## src/rtl/imem_loader.sv

```systemverilog
// imem_loader: packs a byte stream big-endian into words and writes imem.
// Define IMEM_LOADER_CHECKSUM_EN to expect a trailing XOR checksum byte.
module imem_loader #(
  parameter int DEPTH = 64
) (
  input  logic        clk,
  input  logic        rst_n,
  input  logic        start,
  input  logic [6:0]  len,
  input  logic [7:0]  byte_in,
  input  logic        byte_valid,
  output logic        byte_ready,
  output logic        we,
  output logic [31:0] waddr,
  output logic [31:0] wdata,
  output logic        busy,
  output logic        cpu_hold,
  output logic        done,
  output logic        err
);

  localparam logic [6:0] MAXW = 7'(DEPTH);

  typedef enum logic [2:0] {
    S_IDLE,
    S_RECV,
    S_WRITE,
`ifdef IMEM_LOADER_CHECKSUM_EN
    S_CHECK,
`endif
    S_DONE
  } state_t;

`ifdef IMEM_LOADER_CHECKSUM_EN
  localparam state_t S_END = S_CHECK;
`else
  localparam state_t S_END = S_DONE;
`endif

  state_t      state_q, state_d;
  logic [6:0]  n_q, n_d;
  logic [6:0]  wcnt_q, wcnt_d;
  logic [5:0]  idx_q, idx_d;
  logic [1:0]  bcnt_q, bcnt_d;
  logic [31:0] w_q, w_d;
  logic        acc;
`ifdef IMEM_LOADER_CHECKSUM_EN
  logic [7:0]  xor_q, xor_d;
  logic        err_q, err_d;
`endif

  // ready is a pure state decode, so valid never feeds back into it
`ifdef IMEM_LOADER_CHECKSUM_EN
  assign byte_ready = (state_q == S_RECV) || (state_q == S_CHECK);
  assign err        = err_q;
`else
  assign byte_ready = (state_q == S_RECV);
  assign err        = 1'b0;
`endif

  assign acc      = byte_valid && byte_ready;
  assign we       = (state_q == S_WRITE);
  assign waddr    = {24'b0, idx_q, 2'b00};
  assign wdata    = w_q;
  assign busy     = (state_q != S_IDLE);
  assign cpu_hold = busy;
  assign done     = (state_q == S_DONE);

  always_comb begin
    state_d = state_q;
    n_d     = n_q;
    wcnt_d  = wcnt_q;
    idx_d   = idx_q;
    bcnt_d  = bcnt_q;
    w_d     = w_q;
`ifdef IMEM_LOADER_CHECKSUM_EN
    xor_d   = xor_q;
    err_d   = err_q;
`endif
    unique case (state_q)
      S_IDLE: begin
        if (start) begin
          n_d    = (len > MAXW) ? MAXW : len;
          wcnt_d = '0;
          idx_d  = '0;
          bcnt_d = '0;
`ifdef IMEM_LOADER_CHECKSUM_EN
          xor_d  = '0;
          err_d  = 1'b0;
`endif
          state_d = (n_d == 7'd0) ? S_END : S_RECV;
        end
      end
      S_RECV: begin
        if (acc) begin
          w_d    = {w_q[23:0], byte_in};
          bcnt_d = bcnt_q + 2'd1;
`ifdef IMEM_LOADER_CHECKSUM_EN
          xor_d  = xor_q ^ byte_in;
`endif
          if (bcnt_q == 2'd3) state_d = S_WRITE;
        end
      end
      S_WRITE: begin
        idx_d   = idx_q + 6'd1;
        wcnt_d  = wcnt_q + 7'd1;
        state_d = (wcnt_d == n_q) ? S_END : S_RECV;
      end
`ifdef IMEM_LOADER_CHECKSUM_EN
      S_CHECK: begin
        if (acc) begin
          err_d   = (byte_in != xor_q);
          state_d = S_DONE;
        end
      end
`endif
      S_DONE:  state_d = S_IDLE;
      default: state_d = S_IDLE;
    endcase
  end

  always_ff @(posedge clk or negedge rst_n) begin
    if (!rst_n) begin
      state_q <= S_IDLE;
      n_q     <= '0;
      wcnt_q  <= '0;
      idx_q   <= '0;
      bcnt_q  <= '0;
      w_q     <= '0;
`ifdef IMEM_LOADER_CHECKSUM_EN
      xor_q   <= '0;
      err_q   <= 1'b0;
`endif
    end else begin
      state_q <= state_d;
      n_q     <= n_d;
      wcnt_q  <= wcnt_d;
      idx_q   <= idx_d;
      bcnt_q  <= bcnt_d;
      w_q     <= w_d;
`ifdef IMEM_LOADER_CHECKSUM_EN
      xor_q   <= xor_d;
      err_q   <= err_d;
`endif
    end
  end

endmodule

```

## config.mk

```make
export PLATFORM = sky130hd
export DESIGN_NAME = imem_loader
export DESIGN_NICKNAME = d
export VERILOG_FILES = /design/src/rtl/imem_loader.sv
export SDC_FILE = /design/constraint.sdc
export NUM_CORES = 1
export LEC_CHECK = 0
export ABC_AREA = 1
export CORE_ASPECT_RATIO = 0.5
export CORE_MARGIN = 10
export CORE_UTILIZATION = 25
export DETAILED_ROUTE_END_ITERATION = 10
export HOLD_SLACK_MARGIN = 0.08
export PLACE_DENSITY_LB_ADDON = 0.05
export SYNTH_ARGS = -nofsm -noshare
export SYNTH_HDL_FRONTEND = slang
export SYNTH_SLANG_ARGS = --single-unit
```

## constraint.sdc

```tcl
create_clock -name clk -period 1.97 [get_ports clk]
set_input_delay 0.2955 -clock clk [delete_from_list [all_inputs] [get_ports clk]]
set_output_delay 0.2955 -clock clk [all_outputs]
set_load 0.005 [all_outputs]
```

==> results.sh <==
export IMPL_slowest_delay_ns=0.52
export IMPL_gp_congestion=0.775
export IMPL_r2r_start="wcnt_q[0]$_DFFE_PN0P_"
export IMPL_drt_first_pass_iters=4
export IMPL_cts_setup_buffers=0
export IMPL_ioPinCount=89
export IMPL_dieArea_mm2=0.0157
export IMPL_clock_fmax_mhz=538
export IMPL_clockRootBuffer="clkbuf_16"
export IMPL_wl_per_cell_um=13.1
export IMPL_fin_nets=422
export IMPL_diodes=0
export IMPL_p_leak_nw=1.75
export IMPL_die_h_um=93.8
export IMPL_clk_path_buf_depth=2
export IMPL_maxSlewViolCount=0
export IMPL_async_flop_share_pct=100
export IMPL_period_share_pct=94.4
export IMPL_status="finished clean"
export IMPL_drv_cap=0
export IMPL_cp_cell_sequence="inv_1 > nand2_4 > clkinvlp_4 > clkdlybuf4s50_1"
export IMPL_grt_pass1_wl_um=11500
export IMPL_crit_buf_inv=3
export IMPL_synth_top_area_share_pct=51.4
export IMPL_drc=0
export IMPL_cts_buffers=5
export IMPL_htree_levels=2
export IMPL_dr_total_vias=2148
export IMPL_cp_slowest_cell="clkdlybuf4s50_1"
export IMPL_critPathKind="reg2out"
export IMPL_synth_edf_count=0
export IMPL_vias_per_cell=3.97
export IMPL_synth_warning_count=0
export IMPL_insertion_delay_ns=0.29
export IMPL_cts_sinks=56
export IMPL_syn2layout_area_growth_pct=30.7
export IMPL_wirelength_um=7070
export IMPL_final_util_pct=34.2
export IMPL_ant_nets=0
export IMPL_num_rows=26
export IMPL_cp_max_fo=7
export IMPL_portBuffers=61
export IMPL_syn_inst=336
export IMPL_drt_iter0_drc=118
export IMPL_max_slew_margin_pct=65.1
export IMPL_die_w_um=168
export IMPL_hold_slack_ns=0.490
export IMPL_antenna_found_initial=0
export IMPL_powerDensity_mw_per_mm2=1340
export IMPL_setup_tns_ns=0
export IMPL_synth_ff_type="dfrtp_1"
export IMPL_synth_area_mm2=0.00273
export IMPL_netlist_top_cells_area="dfrtp_1 51%, nand2_1 19%, buf_4 7.7%"
export IMPL_ys_types=24
export IMPL_dpl_cell_area_mm2=0.00340
export IMPL_track_usage_pct=8.99
export IMPL_hold_viol=0
export IMPL_min_path_type="reg2reg"
export IMPL_worstRegToRegCells=10
export IMPL_cp_top_family="buffers and inverters"
export IMPL_cts_tree="built"
export IMPL_cp_end_kind="primary output"
export IMPL_grt_overflow=0
export IMPL_grt_pass1_vias=2245
export IMPL_rrSetupSlack_ns=0.41
export IMPL_syn_avg_cell_area_um2=8.11
export IMPL_tightest_slew_ns=0.523
export IMPL_crit_required_ns=1.67
export IMPL_hold_start="wdata[27]$_DFFE_PN0P_"
export IMPL_hold_end="wdata[27]$_DFFE_PN0P_"
export IMPL_core_area_mm2=0.0104
export IMPL_grt_max_degree=57
export IMPL_yosysTopAreaCell="dfrtp_1"
export IMPL_drive_gt1_share_pct=7.73
export IMPL_hpwl_um=5100
export IMPL_vdd_drop_max_v=0.000493
export IMPL_finalWorstPathRequiredPeriod_ns=1.86
export IMPL_clkTransAtPathRegs_ns=0.07
export IMPL_holdPathStages=2
export IMPL_r2r_end="state_q[1]$_DFFE_PN0P_"
export IMPL_setup_viol=0
export IMPL_yosys_register_bits=56
export IMPL_yosysSeqAreaShare_pct=51.4
export IMPL_fillCellCount=1091
export IMPL_critical_path_arrival_ns=1.56
export IMPL_synth_most_common_cell="nand2_1"
export IMPL_synth_commonest_cells="136 x nand2_1, 56 x dfrtp_1, 28 x buf_4, 26 x inv_1, 19 x nand3_1"
export IMPL_stdcell_area_mm2=0.00356
export IMPL_rsz0062_at_grt="false"
export IMPL_critPathLaunchType="flop"
export IMPL_clock_skew_ns=0.00593
export IMPL_start_util_pct=26.2
## placed cells by master, fill, tap and decap left out, types with 4 or more instances in the layout
| cell type | instances |
|---|---|
| nand2_2 | 4 |
| o22ai_1 | 4 |
| nand2_1 | 136 |
| nand3_1 | 19 |
| clkbuf_16 | 5 |
| clkdlybuf4s50_1 | 60 |
| inv_1 | 25 |
| dfrtp_1 | 56 |
| inv_2 | 4 |
| conb_1 | 27 |
| o21ai_0 | 16 |
| nor2_1 | 14 |
## flip-flops by register name (all words and copies together) (netlist names)
name	count
wdata	32
state_q	2
n_q	7
wcnt_q	7
bcnt_q	2
idx_q	6
## where the power goes
part,total (mW),internal [mW],switching [mW],leakage (nW)
Sequential,1.94,1.59,0.351,0.728
Clock,0.902,0.475,0.428,0.0702
Combinational,1.94,0.988,0.947,0.953
Total,4.78,3.05,1.73,1.75
## worst max-delay path by stage
stage	startpoint	to	slack, ns	cells past startpoint
after floorplan	wcnt_q[0]$_DFFE_PN0P_	state_q[1]$_DFFE_PN0P_	0.59	10
final	state_q[0]$_DFFE_PN0P_	we	0.11	4
after global routing	state_q[0]$_DFFE_PN0P_	we	0.04	4
after global placement	state_q[0]$_DFFE_PN0P_	we	0.36	4
after CTS	state_q[0]$_DFFE_PN0P_	we	0.01	4
after detailed placement	state_q[0]$_DFFE_PN0P_	we	0.35	4
## metrics by stage
stage	setup WS [ns]	instances	total power [mW]
3_3_place_gp	0.358	532	3.94
6_report	0.110	541	4.78
3_5_place_dp	0.348	532	3.94
2_1_floorplan	0.589	362	2.88
5_1_grt	0.0405	541	5.22
4_1_cts	0.0108	541	4.88
## cell families (layout without fill, tap and decap cells)
kind of cell / count (synthesis) / count (layout) / share of synthesized area [%]
AOI/OAI and AO/OA: 28 / 28 / 5.92
and+or+nand+nor: 183 / 183 / 28.0
DFF: 56 / 56 / 51.4
adders and majority gates: 3 / 3 / 1.38
buffers and inverters: 65 / 104 / 13.1
other: 1 / 27 / 0.138
## metal layers
| layer | GRT usage (%) | part of all wire, % |
|---|---|---|
| met2 | 13.8 | 44 |
| met3 | 4.59 | 8.8 |
| met4 | 2.45 | 0.78 |
| met1 | 11.0 | 47 |
| met5 | 0 | 0 |
## worst reg2reg max path, stage by stage (launching register included)
cell and delay, ns:
dfrtp_1 0.44, ha_1 0.31, inv_1 0.10, nor2_1 0.05
nor2_1 0.10, nand2_1 0.06, nor2_2 0.08, nand2_1 0.06
nor2_2 0.08, nand2_1 0.08, a21oi_2 0.11
## repair_timing
action / 4_1_cts / 5_1_grt
hold endpoints to repair: 56 / 0
endpoints found under the setup margin: 0 / 1
hold buffers: 1 / 0
resized for setup: 0 / 1
## area by class of cell
class | instances | area [um2] | area share (%)
Clock buffer | 5 | 125 | 3.51
Clock inverter | 3 | 21.3 | 0.597
Inverter | 30 | 116 | 3.27
Multi-Input combinational cell | 241 | 1060 | 29.9
Sequential cell | 56 | 1400 | 39.3
Tap cell | 140 | 175 | 4.92
Timing Repair Buffer | 66 | 658 | 18.5
(Power assumes the default switching activity.)
